File: config.mk
export PLATFORM = sky130hd
export DESIGN_NAME = bin_bcd_seq_flat
export DESIGN_NICKNAME = d
export VERILOG_FILES = /design/src/rtl/bin_bcd_seq_if.sv /design/src/rtl/bin_bcd_seq.sv /design/src/flat_wrapper.sv
export SDC_FILE = /design/constraint.sdc
export NUM_CORES = 1
export LEC_CHECK = 0
export ABC_AREA = 0
export CAP_MARGIN = 40
export CORE_MARGIN = 2
export CORE_UTILIZATION = 52
export CTS_BUF_LIST = sky130_fd_sc_hd__clkbuf_2
export DETAILED_ROUTE_END_ITERATION = 10
export PLACE_DENSITY = 0.87
export SYNTH_ARGS = -nofsm -noshare
export SYNTH_HDL_FRONTEND = slang
export SYNTH_SLANG_ARGS = --single-unit
File: constraint.sdc
create_clock -name CLK -period 3.56 [get_ports CLK]
set_input_delay 0.712 -clock CLK [delete_from_list [all_inputs] [get_ports CLK]]
set_output_delay 0.712 -clock CLK [all_outputs]
set_load 0.01 [all_outputs]
File: src/rtl/bin_bcd_seq_if.sv
// bin_bcd_seq_if: source, divider and display signals of the binary-to-BCD sequencer.
interface bin_bcd_seq_if;
    logic        start;
    logic [7:0]  bindata;
    logic        div_ce;
    logic        div_rfd;
    logic [7:0]  dividend;
    logic [7:0]  divisor;
    logic [7:0]  quotient;
    logic [7:0]  fractional;
    logic [11:0] bcd;
    logic [2:0]  blank;
    logic        busy;
    logic        done;
    modport master (
        output start, bindata, div_rfd, quotient, fractional,
        input  div_ce, dividend, divisor, bcd, blank, busy, done
    );
    modport slave (
        input  start, bindata, div_rfd, quotient, fractional,
        output div_ce, dividend, divisor, bcd, blank, busy, done
    );
endinterface

File: src/rtl/bin_bcd_seq.sv
// bin_bcd_seq: converts an 8-bit value to three BCD digits via three sequenced divide-by-10 operations.
module bin_bcd_seq #(
    parameter int DIV_LATENCY = 4
) (
    input logic          CLK,
    input logic          RESET,
    bin_bcd_seq_if.slave bus
);
    typedef enum logic [2:0] {IDLE, ISSUE, WAIT, CAPTURE, DONE} state_t;
    localparam logic [5:0] WLAST = 6'(DIV_LATENCY - 1);
    state_t      state_q, state_d;
    logic [7:0]  work_q, work_d;
    logic [1:0]  idx_q, idx_d;
    logic [5:0]  wcnt_q, wcnt_d;
    logic [11:0] shadow_q, shadow_d;
    logic [11:0] bcd_q, bcd_d;
    logic [2:0]  blank_q, blank_d;
    always_ff @(posedge CLK) begin
        if (RESET) begin
            state_q  <= IDLE;
            work_q   <= '0;
            idx_q    <= '0;
            wcnt_q   <= '0;
            shadow_q <= '0;
            bcd_q    <= '0;
            blank_q  <= 3'b110;
        end else begin
            state_q  <= state_d;
            work_q   <= work_d;
            idx_q    <= idx_d;
            wcnt_q   <= wcnt_d;
            shadow_q <= shadow_d;
            bcd_q    <= bcd_d;
            blank_q  <= blank_d;
        end
    end
    always_comb begin
        state_d  = state_q;
        work_d   = work_q;
        idx_d    = idx_q;
        wcnt_d   = wcnt_q;
        shadow_d = shadow_q;
        bcd_d    = bcd_q;
        blank_d  = blank_q;
        case (state_q)
            IDLE: if (bus.start) begin
                work_d  = bus.bindata;
                idx_d   = '0;
                state_d = ISSUE;
            end
            ISSUE: if (bus.div_rfd) begin
                wcnt_d  = '0;
                state_d = WAIT;
            end
            WAIT: begin
                wcnt_d  = wcnt_q + 6'd1;
                state_d = (wcnt_q == WLAST) ? CAPTURE : WAIT;
            end
            CAPTURE: begin
                shadow_d[{idx_q, 2'b00} +: 4] = bus.fractional[3:0];
                work_d  = bus.quotient;
                idx_d   = (idx_q == 2'd2) ? idx_q : idx_q + 2'd1;
                state_d = (idx_q == 2'd2) ? DONE : ISSUE;
            end
            DONE: begin
                bcd_d   = shadow_q;
                // ones digit is never blanked so a value of 0 still shows "0"
                blank_d = {shadow_q[11:8] == 4'd0, shadow_q[11:4] == 8'd0, 1'b0};
                state_d = IDLE;
            end
            default: state_d = IDLE;
        endcase
    end
    assign bus.div_ce   = (state_q == ISSUE) && bus.div_rfd;
    assign bus.dividend = work_q;
    assign bus.divisor  = 8'd10;
    assign bus.bcd      = bcd_q;
    assign bus.blank    = blank_q;
    assign bus.busy     = state_q != IDLE;
    assign bus.done     = state_q == DONE;
endmodule

File: src/flat_wrapper.sv
// flat-port wrapper written by rule: the top's interface ports become plain ports
module bin_bcd_seq_flat 
#(
    parameter int DIV_LATENCY = 4
)
  (CLK, RESET, bus_start, bus_bindata, bus_div_rfd, bus_quotient, bus_fractional, bus_div_ce, bus_dividend, bus_divisor, bus_bcd, bus_blank, bus_busy, bus_done);
  bin_bcd_seq_if bus_i ();
  input logic CLK;
  input logic RESET;
  input wire logic [$bits(bus_i.start)-1:0] bus_start;
  input wire logic [$bits(bus_i.bindata)-1:0] bus_bindata;
  input wire logic [$bits(bus_i.div_rfd)-1:0] bus_div_rfd;
  input wire logic [$bits(bus_i.quotient)-1:0] bus_quotient;
  input wire logic [$bits(bus_i.fractional)-1:0] bus_fractional;
  output wire logic [$bits(bus_i.div_ce)-1:0] bus_div_ce;
  output wire logic [$bits(bus_i.dividend)-1:0] bus_dividend;
  output wire logic [$bits(bus_i.divisor)-1:0] bus_divisor;
  output wire logic [$bits(bus_i.bcd)-1:0] bus_bcd;
  output wire logic [$bits(bus_i.blank)-1:0] bus_blank;
  output wire logic [$bits(bus_i.busy)-1:0] bus_busy;
  output wire logic [$bits(bus_i.done)-1:0] bus_done;
  assign bus_i.start = bus_start;
  assign bus_i.bindata = bus_bindata;
  assign bus_i.div_rfd = bus_div_rfd;
  assign bus_i.quotient = bus_quotient;
  assign bus_i.fractional = bus_fractional;
  assign bus_div_ce = bus_i.div_ce;
  assign bus_dividend = bus_i.dividend;
  assign bus_divisor = bus_i.divisor;
  assign bus_bcd = bus_i.bcd;
  assign bus_blank = bus_i.blank;
  assign bus_busy = bus_i.busy;
  assign bus_done = bus_i.done;
  bin_bcd_seq #(.DIV_LATENCY(DIV_LATENCY)) u_core (.CLK(CLK), .RESET(RESET), .bus(bus_i));
endmodule
==> results.md <==
- Ratio of cells with drive above 1 in the final layout: 4.878%
- Horiz. Die Dim: 67.14 um
- Initial core utilization: 55.38%
- Outcome: finished clean
- Worst path max stage delay: 0.69 ns
- DR iter-0 viols: 164
- Number of global-route vias before repair: 1,711
- Worst Clk Skew: 0.01907 ns
- Commonest cells after routing, fill and taps aside: clkdlybuf4s50_1 (48), dfxtp_1 (45), nand2_1 (38), a21oi_1 (30), nand3_1 (14)
- Fmax: 332.9 MHz
- Seq/Total Area, Yosys: 43.45%
- Yosys cell types: 43
- Asr flop ratio synth: 0%
- Clk Latency, worst-skew pair: 0.41 ns
- CP Cell Sequence: or3b_1 -> inv_2 -> clkdlybuf4s50_1
- PostCTS Resize Cnt: 0
- Largest fanout on the critical path: 19
- Vias: 1,829
- HP Class: reg2reg
- Critical Path End Type: primary output
- Layout net count: 322
- Number of synthesized register bits: 45
- Number of synthesized flops with an enable pin: 0
- Slew margin rel.: 55.66%
- Final wirelength: 4249 um
- Critical path launch point: u_core.state_q[2]$_SDFFE_PP0P_
- Mean Syn Cell Area: 8.497 um^2
- Top Ports: 62
- Drt wl/cell: 12.68 um
- Worst Hold Launch: u_core.bus.bcd[9]$_SDFFE_PP0P_
- Tot GR Track Use: 21.64%
- Root Driver: clkbuf_2
- Top layer in use: met4
- Min cycle time layout: 3.003 ns
- Synthesis Warnings: 0
- Most common cell after layout, fill and taps aside: clkdlybuf4s50_1
- # diodes: 0
- CP required: 2.85 ns
- Initial antenna violation count: 0
- # fillers: 332
- CTS tree: built
- Final setup vio count: 0
- CTS HTree Levels: 2
- Total power: 0.0009170 W
- Pwr Density: 355.6 nW/um^2
- Maximum capacitance violations: 0
- Clk slew on worst S/H paths: 0.21 ns
- Final core utilization: 68.88%
- Setup TNS: 0 ns
- Synthesis-to-layout area growth: 24.38%
- Max clock buf depth: 2
- Critical path buffers and inverters: 2
- Pins Over Slew Limit: 0
- ANT nets after route: 0
- Clock sinks: 45
- Final hold slack: 0.4664 ns
- Hpwl dp: 3098 um
- Global placement routability congestion: 0.7797
- Worst ir drop on vdd: 0.2312 mV
- Startpoint Class: register
- Drt via density: 5.460
- Global-route wire length before repair: 7445 um
- Drt first pass iters: 4
- Met1 wire length: 1899 um
- WS Path Type: reg2out
- Reg2reg start: u_core.idx_q[0]$_SDFFE_PP0P_
- Largest net degree at the start of global routing: 24
- Leakage: 0.9191 nW
- CP Data Arrival Time: 2.29 ns
- Die footprint: 4508 um^2
- Cell count after synthesis: 244
- Cell area after layout: 2579 um^2
- Worst-margin pin slew: 0.6630 ns
- Std-Cell Rows: 22
- Post-route clock period utilization: 84.37%
- RSZ-0062 raised after global routing: no
- Grt ovf: 0
- # port buffers: 48
- Top FF cell, synth: dfxtp_1
- Hold Buf Count CTS: 0
- Met3 routed wirelength: 285 um
- Routed length on met2: 1988 um
- Core footprint: 3744 um^2
- Placed Area: 2549 um^2
- CP max stage cell: dfxtp_1
- Delay-heaviest family, CP: buffers and inverters
- Final Hold Viols: 0
- Die Y: 67.14 um
- DR DRC count: 0
- Mapped Area: 2073 um^2
- Postcts setup bufs: 0
- Total CTS buffers: 5
## metal layers
layer,up-vias,global-route usage [%]
li1,938,-
met1,807,26.23
met2,73,36.63
met3,11,6.500
met4,0,7.143
met5,-,0
## cells in the mapped netlist, types with 3 or more instances
| master | instances | share of area (%) |
|---|---|---|
| a211oi_1 | 8 | 2.9 |
| a21oi_1 | 30 | 7.2 |
| and4b_1 | 3 | 1.4 |
| buf_2 | 4 | 0.97 |
| buf_4 | 10 | 3.6 |
| clkbuf_1 | 8 | 1.4 |
| dfxtp_1 | 45 | 43 |
| ha_1 | 6 | 3.6 |
| inv_1 | 12 | 2.2 |
| nand2_1 | 38 | 6.9 |
| nand2b_1 | 3 | 0.91 |
| nand3_1 | 14 | 3.4 |
| nand4b_1 | 3 | 1.3 |
| nor2_1 | 7 | 1.3 |
| nor3b_1 | 4 | 1.4 |
| o22ai_1 | 9 | 2.7 |
| or3b_1 | 4 | 1.7 |
## logic make-up after synthesis
family	share of synthesized area, %
compound gates	16.84
fa+ha+maj	3.621
buf+inv	8.750
flops	43.45
mux	1.086
other cells	0.3622
simple gates	25.89
## tightest hold or removal path, stage by stage (launching register included)
cell     delay [ns]
dfxtp_1        0.35
nand2_1        0.05
a21oi_1        0.05
## final timing paths
check / depth (start not counted) / end / slack [ns]
max: 3 / bus_done / 0.56
min: 2 / u_core.bus.bcd[9]$_SDFFE_PP0P_ / 0.47
max reg2reg: 5 / u_core.shadow_q[11]$_SDFFE_PP0P_ / 1.71
min reg2reg: 2 / u_core.bus.bcd[9]$_SDFFE_PP0P_ / 0.47
## power by group
group / switching, W / internal (W) / total (W)
Clock: 0.000150 / 0.0000401 / 0.000190
Sequential: 0.0000109 / 0.000526 / 0.000537
Combinational: 0.0000953 / 0.0000950 / 0.000190
## per-stage QoR
step	cells	setup slack, ns
final	335	0.5565
after global routing	335	0.3718
after CTS	335	0.5377
after detailed placement	329	0.7209
after global placement	329	0.7387
after floorplan	251	1.729
## sequential cells by signal, indices dropped and copies added (netlist names)
signal / count
u_core.bus.dividend: 8
u_core.wcnt_q: 6
u_core.idx_q: 2
u_core.shadow_q: 12
u_core.bus.bcd: 12
u_core.bus.blank: 2
u_core.state_q: 3
## area by class of cell
cell class	instances	area (um^2)	share of cell area (%)
Timing Repair Buffer	53	518.0	20.09
Clock inverter	1	5.005	0.1941
Inverter	14	52.55	2.038
Sequential cell	45	900.9	34.93
Tap cell	48	60.06	2.329
Multi-Input combinational cell	169	1017	39.45
Clock buffer	5	25.02	0.9704
No activity file was read; power rests on OpenSTA's default activity.
